**config.mk**
```make
export PLATFORM = sky130hd
export DESIGN_NAME = wb_uart_tx_lite
export DESIGN_NICKNAME = d
export VERILOG_FILES = /design/src/rtl/wb_uart_pkg.sv /design/src/rtl/uart_tx_fifo.sv /design/src/rtl/wb_uart_tx_lite.sv
export SDC_FILE = /design/constraint.sdc
export NUM_CORES = 1
export LEC_CHECK = 0
export BUFFER_PORTS_ARGS = -buffer_cell sky130_fd_sc_hd__buf_2
export CORE_AREA = 3 3 230 187
export DETAILED_ROUTE_END_ITERATION = 12
export DIE_AREA = 0 0 233 190
export PLACE_DENSITY = 0.54
export SLEW_MARGIN = 40
export SYNTH_ARGS = -nofsm -noshare
export SYNTH_HDL_FRONTEND = slang
export SYNTH_SLANG_ARGS = --single-unit
```
**constraint.sdc**
```tcl
create_clock -name i_clk -period 10.4 [get_ports i_clk]
set_input_delay 1.56 -clock i_clk [delete_from_list [all_inputs] [get_ports i_clk]]
set_output_delay 1.56 -clock i_clk [all_outputs]
set_load 0.005 [all_outputs]
```
**src/rtl/wb_uart_pkg.sv**
```systemverilog
// wb_uart_pkg: shared constants and types for the Wishbone UART transmitter.
//   - register addresses on the 2-bit Wishbone address
//   - STATUS register bit positions
//   - TX engine state enum
//   - minimum clocks-per-bit and the divisor clamp helper
package wb_uart_pkg;

  localparam logic [1:0] ADDR_DIV    = 2'd0;
  localparam logic [1:0] ADDR_STATUS = 2'd1;
  localparam logic [1:0] ADDR_RSVD   = 2'd2;
  localparam logic [1:0] ADDR_TXDATA = 2'd3;

  localparam int ST_BUSY    = 0;
  localparam int ST_FULL    = 1;
  localparam int ST_EMPTY   = 2;
  localparam int ST_OVF     = 3;
  localparam int ST_CNT_LSB = 8;

  localparam logic [23:0] MIN_DIV = 24'd2;

  typedef enum logic [1:0] {IDLE, START, DATA, STOP} tx_state_e;

  // A bit needs at least MIN_DIV clocks; smaller programmed values are clamped.
  function automatic logic [23:0] eff_div(input logic [23:0] d);
    return (d < MIN_DIV) ? MIN_DIV : d;
  endfunction

endpackage

```
**src/rtl/uart_tx_fifo.sv**
```systemverilog
// uart_tx_fifo: synchronous byte FIFO, 2^FIFO_AW entries, show-ahead read.
//   i_clk, i_rst_n : clock, synchronous active-low reset (empties the FIFO)
//   i_push, i_data : write request / byte; ignored when full unless a pop
//                    happens in the same cycle
//   i_pop          : consume o_data; ignored when empty
//   o_data         : head byte (valid when !o_empty)
//   o_full, o_empty, o_count : occupancy, o_count in 0..2^FIFO_AW
module uart_tx_fifo #(
  parameter int FIFO_AW = 4
) (
  input  logic             i_clk,
  input  logic             i_rst_n,
  input  logic             i_push,
  input  logic [7:0]       i_data,
  input  logic             i_pop,
  output logic [7:0]       o_data,
  output logic             o_full,
  output logic             o_empty,
  output logic [FIFO_AW:0] o_count
);
  localparam int DEPTH = 1 << FIFO_AW;

  logic [7:0]         mem_q [DEPTH];
  logic [FIFO_AW-1:0] wptr_q, rptr_q;
  logic [FIFO_AW:0]   count_q;
  logic               do_push, do_pop;

  assign o_empty = (count_q == '0);
  assign o_full  = (count_q == (FIFO_AW+1)'(DEPTH));
  assign do_pop  = i_pop & ~o_empty;
  // A simultaneous pop frees the head slot, so a push into a full FIFO is legal then.
  assign do_push = i_push & (~o_full | do_pop);

  always_ff @(posedge i_clk) begin
    if (!i_rst_n) begin
      wptr_q  <= '0;
      rptr_q  <= '0;
      count_q <= '0;
    end else begin
      if (do_push) wptr_q <= wptr_q + FIFO_AW'(1);
      if (do_pop)  rptr_q <= rptr_q + FIFO_AW'(1);
      case ({do_push, do_pop})
        2'b10:   count_q <= count_q + (FIFO_AW+1)'(1);
        2'b01:   count_q <= count_q - (FIFO_AW+1)'(1);
        default: count_q <= count_q;
      endcase
    end
  end

  always_ff @(posedge i_clk) begin
    if (do_push) mem_q[wptr_q] <= i_data;
  end

  assign o_data  = mem_q[rptr_q];
  assign o_count = count_q;

endmodule

```
**src/rtl/wb_uart_tx_lite.sv**
```systemverilog
// wb_uart_tx_lite: Wishbone-classic slave UART transmitter (8N1, LSB first).
//   i_clk, i_rst_n     : clock, synchronous active-low reset
//   i_wb_cyc/stb/we    : bus cycle, strobe, write enable
//   i_wb_addr          : 0 DIV, 1 STATUS, 2 reserved, 3 TXDATA
//   i_wb_sel/i_wb_data : byte lanes / write data
//   o_wb_ack           : one-cycle ack, one cycle after acceptance
//   o_wb_stall         : always 0
//   o_wb_data          : read data, zero outside the ack cycle
//   o_uart_tx          : serial line, idle high
import wb_uart_pkg::*;

module wb_uart_tx_lite #(
  parameter int FIFO_AW     = 4,
  parameter int DEFAULT_DIV = 434
) (
  input  logic        i_clk,
  input  logic        i_rst_n,
  input  logic        i_wb_cyc,
  input  logic        i_wb_stb,
  input  logic        i_wb_we,
  input  logic [1:0]  i_wb_addr,
  input  logic [3:0]  i_wb_sel,
  input  logic [31:0] i_wb_data,
  output logic        o_wb_ack,
  output logic        o_wb_stall,
  output logic [31:0] o_wb_data,
  output logic        o_uart_tx
);
  // bus side
  logic        ack_q, rd_stat_q, ovf_q, ovf_d;
  logic [31:0] rdata_q, rdata_d, status;
  logic [23:0] div_q, div_d;
  logic [7:0]  last_q, last_d;
  logic        req, wr, rd, push_req;
  // tx engine
  tx_state_e   state_q, state_d;
  logic [23:0] cnt_q, cnt_d, divl_q, divl_d;
  logic [2:0]  idx_q, idx_d;
  logic [7:0]  byte_q, byte_d;
  logic        pop, load;
  // fifo
  logic [7:0]       f_data;
  logic             f_full, f_empty;
  logic [FIFO_AW:0] f_count;

  logic unused_bits;
  assign unused_bits = ^{i_wb_sel[3], i_wb_data[31:24]};

  // Holding stb through the ack cycle must not start a second access.
  assign req      = i_wb_cyc & i_wb_stb & ~ack_q;
  assign wr       = req & i_wb_we;
  assign rd       = req & ~i_wb_we;
  assign push_req = wr & (i_wb_addr == ADDR_TXDATA) & i_wb_sel[0];

  uart_tx_fifo #(.FIFO_AW(FIFO_AW)) u_fifo (
    .i_clk   (i_clk),
    .i_rst_n (i_rst_n),
    .i_push  (push_req),
    .i_data  (i_wb_data[7:0]),
    .i_pop   (pop),
    .o_data  (f_data),
    .o_full  (f_full),
    .o_empty (f_empty),
    .o_count (f_count)
  );

  always_comb begin
    div_d = div_q;
    if (wr && i_wb_addr == ADDR_DIV)
      for (int b = 0; b < 3; b++)
        if (i_wb_sel[b]) div_d[8*b +: 8] = i_wb_data[8*b +: 8];

    last_d = last_q;
    if (push_req && (!f_full || pop)) last_d = i_wb_data[7:0];

    // Clear on the STATUS read's ack cycle; a same-cycle overflow wins.
    ovf_d = (ovf_q & ~(ack_q & rd_stat_q)) | (push_req & f_full & ~pop);

    status = '0;
    status[ST_BUSY]  = (state_q != IDLE);
    status[ST_FULL]  = f_full;
    status[ST_EMPTY] = f_empty;
    status[ST_OVF]   = ovf_q;
    status[ST_CNT_LSB +: FIFO_AW+1] = f_count;

    rdata_d = '0;
    if (rd) begin
      case (i_wb_addr)
        ADDR_DIV:    rdata_d = {8'd0, div_q};
        ADDR_STATUS: rdata_d = status;
        ADDR_RSVD:   rdata_d = '0;
        ADDR_TXDATA: rdata_d = {24'd0, last_q};
        default:     rdata_d = '0;
      endcase
    end
  end

  always_comb begin
    state_d = state_q;
    cnt_d   = cnt_q;
    idx_d   = idx_q;
    byte_d  = byte_q;
    divl_d  = divl_q;
    pop     = 1'b0;
    load    = 1'b0;
    unique case (state_q)
      IDLE:  load = ~f_empty;
      START: begin
        if (cnt_q == '0) begin
          state_d = DATA;
          idx_d   = '0;
          cnt_d   = divl_q - 24'd1;
        end else cnt_d = cnt_q - 24'd1;
      end
      DATA: begin
        if (cnt_q == '0) begin
          cnt_d = divl_q - 24'd1;
          if (idx_q == 3'd7) state_d = STOP;
          else               idx_d   = idx_q + 3'd1;
        end else cnt_d = cnt_q - 24'd1;
      end
      STOP: begin
        if (cnt_q == '0) begin
          if (!f_empty) load    = 1'b1;
          else          state_d = IDLE;
        end else cnt_d = cnt_q - 24'd1;
      end
      default: state_d = IDLE;
    endcase
    // Frame start: the divisor is captured here so mid-frame DIV writes wait a frame.
    if (load) begin
      pop     = 1'b1;
      byte_d  = f_data;
      divl_d  = eff_div(div_q);
      cnt_d   = eff_div(div_q) - 24'd1;
      state_d = START;
    end
  end

  always_ff @(posedge i_clk) begin
    if (!i_rst_n) begin
      ack_q     <= 1'b0;
      rd_stat_q <= 1'b0;
      rdata_q   <= '0;
      div_q     <= 24'(DEFAULT_DIV);
      last_q    <= '0;
      ovf_q     <= 1'b0;
      state_q   <= IDLE;
      cnt_q     <= '0;
      divl_q    <= MIN_DIV;
      idx_q     <= '0;
      byte_q    <= '0;
    end else begin
      ack_q     <= req;
      rd_stat_q <= rd & (i_wb_addr == ADDR_STATUS);
      rdata_q   <= rdata_d;
      div_q     <= div_d;
      last_q    <= last_d;
      ovf_q     <= ovf_d;
      state_q   <= state_d;
      cnt_q     <= cnt_d;
      divl_q    <= divl_d;
      idx_q     <= idx_d;
      byte_q    <= byte_d;
    end
  end

  always_comb begin
    case (state_q)
      START:   o_uart_tx = 1'b0;
      DATA:    o_uart_tx = byte_q[idx_q];
      default: o_uart_tx = 1'b1;
    endcase
  end

  assign o_wb_ack   = ack_q;
  assign o_wb_stall = 1'b0;
  assign o_wb_data  = rdata_q;

endmodule

```
==> out/qor.yml <==
via_per_inst: 5.09
synthesis.area_sq_um: 12200
core_area_sq_um: 40700
min_from: "byte_q[0]$_SDFFE_PN0N_"
reg2reg_to: "u_fifo.o_count[4]$_SDFFE_PN0P_"
timing.clock.skew_ns: 0.0211
dr.first_iter.drc_count: 780
antenna_cells: 0
dpl-instance-area_sq_um: 12900
dieArea_sq_um: 44300
num-nets-final: 1195
ctsLongestPathBuffers: 3
totalNegativeSetupSlack_ns: 0
firstDrtPassIters: 5
initial_core_util_pct: 30.0
hold_path.class: "reg2reg"
reg2reg_setup_slack_ns: 5.57
drt-wirelength-per-cell_um: 18.6
clock_root_buffer: "clkbuf_16"
cts_buffers: 29
outcome: "completed"
asr_flop_ratio_synth_pct: 0
gpl.final_weighted_congestion: 0.862
regToRegStartpoint: "cnt_q[5]$_SDFFE_PN0P_"
drive_above_1_share_pct: 16.1
post-cts-setup-buffers: 0
min_delay_worst_endpoint: "byte_q[0]$_SDFFE_PN0N_"
minimum_hold_slack_ns: 0.450
antenna_found_initial: 0
worst_skew_pair.late_latency_ns: 0.56
finalMaxSlewViolations: 0
die-width_um: 233
cellLeakagePower_nw: 4.78
synthesis.instances: 1107
finalSetupViolCount: 0
synth-edff-count: 128
maxSlewHeadroom_pct: 48.8
tritoncts_num_sinks: 261
pwr_density_cell_nw_per_um2: 256
worst_max_slew_pin_slew_ns: 0.759
top_level_ports: 78
setup_repair_after_global_routing_missed_its_margin: "false"
cts_repair_resize_count: 0
grt_pass1_wl_um: 49400
die_height_um: 190
final.min_clock_period_ns: 4.83
timing_hold_violations_final: 0
syn_avg_cell_area_sq_um: 11.0
grt_max_degree: 65
ff2ff_path_depth: 14
cts.reportedPaths.clkPinSlew_ns: 0.06
crit_fanout: 57
drc_errors_left: 0
synth-seq-cells: 261
fin_total_pwr_mw: 3.58
std_cell_rows: 66
warnings_synthesis: 0
first_global_vias: 8373
post-route-worst-setup-slack_ns: 5.57
syn_to_final_growth_pct: 14.3
critPathArrivalTime_ns: 5.28
io_buffer_count: 59
timing.final.crit_share_pct: 46.4
groute.usage.overall_pct: 14.2
detailed_place_hpwl_um: 21500
design_area_sq_um: 14000
place_ws_ns: 5.15
via_count: 8649
remaining_global_route_overflow: 0
synth_cell_types: 73
ys_dominant_reg_cell: "dfxtp_1"
ctsHtreeMaxLevel: 1
timing.critical_path.required_ns: 10.85
cts-hold-fix-buffers: 0
synth-seq-area-share_pct: 53.2
crit_start_category: "flop"
max-vdd-ir-drop_uv: 176
n_fill_cell: 4027
cell_count_of_the_worst_hold_path: 2
cp-startpoint: "cnt_q[5]$_SDFFE_PN0P_"
critical_path.endpoint_type: "flop"
drv_cap: 0
tritoncts: "yes"
postRouteAntennaNets: 0
totalWireLength_um: 31600
max_freq_mhz: 207
critical_path_class: "reg2reg"
cells in the mapped netlist, types with 7 or more instances:
| master | count | area share (%) |
|---|---|---|
| buf_2 | 17 | 0.70 |
| o21ai_0 | 31 | 1.3 |
| a221oi_1 | 7 | 0.50 |
| nor3_1 | 29 | 1.2 |
| nor4_1 | 21 | 1.1 |
| nand4_1 | 11 | 0.56 |
| nand3_1 | 49 | 2.0 |
| or4_1 | 9 | 0.55 |
| inv_1 | 15 | 0.46 |
| o31ai_1 | 9 | 0.55 |
| edfxtp_1 | 128 | 31 |
| a21oi_1 | 88 | 3.6 |
| mux2i_1 | 18 | 1.5 |
| ha_1 | 21 | 2.1 |
| nor2_1 | 67 | 2.1 |
| xnor2_1 | 35 | 2.5 |
| o211ai_1 | 7 | 0.43 |
| and3_1 | 20 | 1.0 |
| buf_4 | 13 | 0.80 |
| clkbuf_1 | 42 | 1.3 |
| a22oi_1 | 8 | 0.49 |
| and2_1 | 17 | 0.87 |
| mux4_2 | 42 | 7.7 |
| xor2_1 | 15 | 1.1 |
| nand2b_1 | 7 | 0.36 |
| dfxtp_1 | 133 | 22 |
| nand2_1 | 136 | 4.2 |
per-stage QoR:
| stage | instances | utilization, % |
|---|---|---|
| after floorplan | 1115 | - |
| after global placement | 1644 | 31.6 |
| after detailed placement | 1644 | 31.6 |
| after CTS | 1698 | 34.3 |
| after global routing | 1698 | 34.3 |
| final | 1698 | 34.3 |
cells in the final DEF, fill, tap and decap left out, types with 29 or more instances in the layout:
cell type,n
nand2_1,136
dfxtp_1,132
edfxtp_1,128
a21oi_1,88
nor2_1,67
buf_2,59
nand3_1,49
mux4_2,42
xnor2_1,35
o21ai_0,31
clkbuf_16,29
cells by family after synthesis:
group / share of synthesized area, %
other: 0.0307
buffers and inverters: 4.05
AO/OA/AOI/OAI: 10.2
multiplexers: 9.40
XOR/XNOR: 3.58
adder cells (fa/ha/maj): 2.15
flip-flops: 53.2
AND/OR/NAND/NOR: 17.4
metal layers:
metal / routed length, um / track usage (%) / part of all wire (%) / vias to the layer above
met1: 15500 / 21.9 / 49 / 4216
met3: 2110 / 2.72 / 6.7 / 32
met5: 0 / 0 / 0 / -
met4: 360 / 2.39 / 1.1 / 0
met2: 13700 / 20.9 / 43 / 266
li1: - / - / - / 4135
flip-flops by register name (all words and copies together) (netlist names):
| register | cells |
|---|---|
| byte_q | 8 |
| cnt_q | 24 |
| div_q | 24 |
| divl_q | 24 |
| idx_q | 3 |
| last_q | 8 |
| o_wb_ack | 1 |
| o_wb_data | 24 |
| ovf_q | 1 |
| rd_stat_q | 1 |
| state_q | 2 |
| u_fifo.mem_q | 128 |
| u_fifo.o_count | 5 |
| u_fifo.rptr_q | 4 |
| u_fifo.wptr_q | 4 |
worst max path at each step:
stage,end,slack [ns],cells past startpoint
floorplan,u_fifo.o_count[4]$_SDFFE_PN0P_,6.06,18
global placement,u_fifo.o_count[4]$_SDFFE_PN0P_,5.19,15
detailed placement,u_fifo.o_count[4]$_SDFFE_PN0P_,5.15,15
CTS,u_fifo.o_count[4]$_SDFFE_PN0P_,5.66,14
global route,u_fifo.o_count[2]$_SDFFE_PN0P_,5.24,12
finish,u_fifo.o_count[4]$_SDFFE_PN0P_,5.57,14
critical path, stage by stage (launching register included):
cell and delay (ns):
dfxtp_1 0.39, nor4_4 0.61, nand4_1 0.58, o31a_1 0.58, or2_4 0.52, clkinv_4 0.43, ha_1 0.44, xor2_1 0.12
ha_1 0.19, a21oi_1 0.26, nor2b_1 0.09, o21ai_0 0.15, a21o_1 0.13, a21oi_1 0.07, mux2i_1 0.12
area by class of cell:
| cell class | instances | area, sq um | share of cell area, % |
|---|---|---|---|
| Clock inverter | 9 | 195 | 1.40 |
| Multi-Input combinational cell | 754 | 5270 | 37.7 |
| Inverter | 18 | 72.6 | 0.519 |
| Timing Repair Buffer | 67 | 355 | 2.54 |
| Clock buffer | 45 | 896 | 6.41 |
| Sequential cell | 261 | 6510 | 46.6 |
| Tap cell | 544 | 681 | 4.87 |
report_power, final:
part / switching (mW) / internal [mW]
Sequential: 0.0825 / 1.14
Combinational: 0.802 / 0.417
Clock: 0.422 / 0.718
Power figures use the tool's default switching activity.
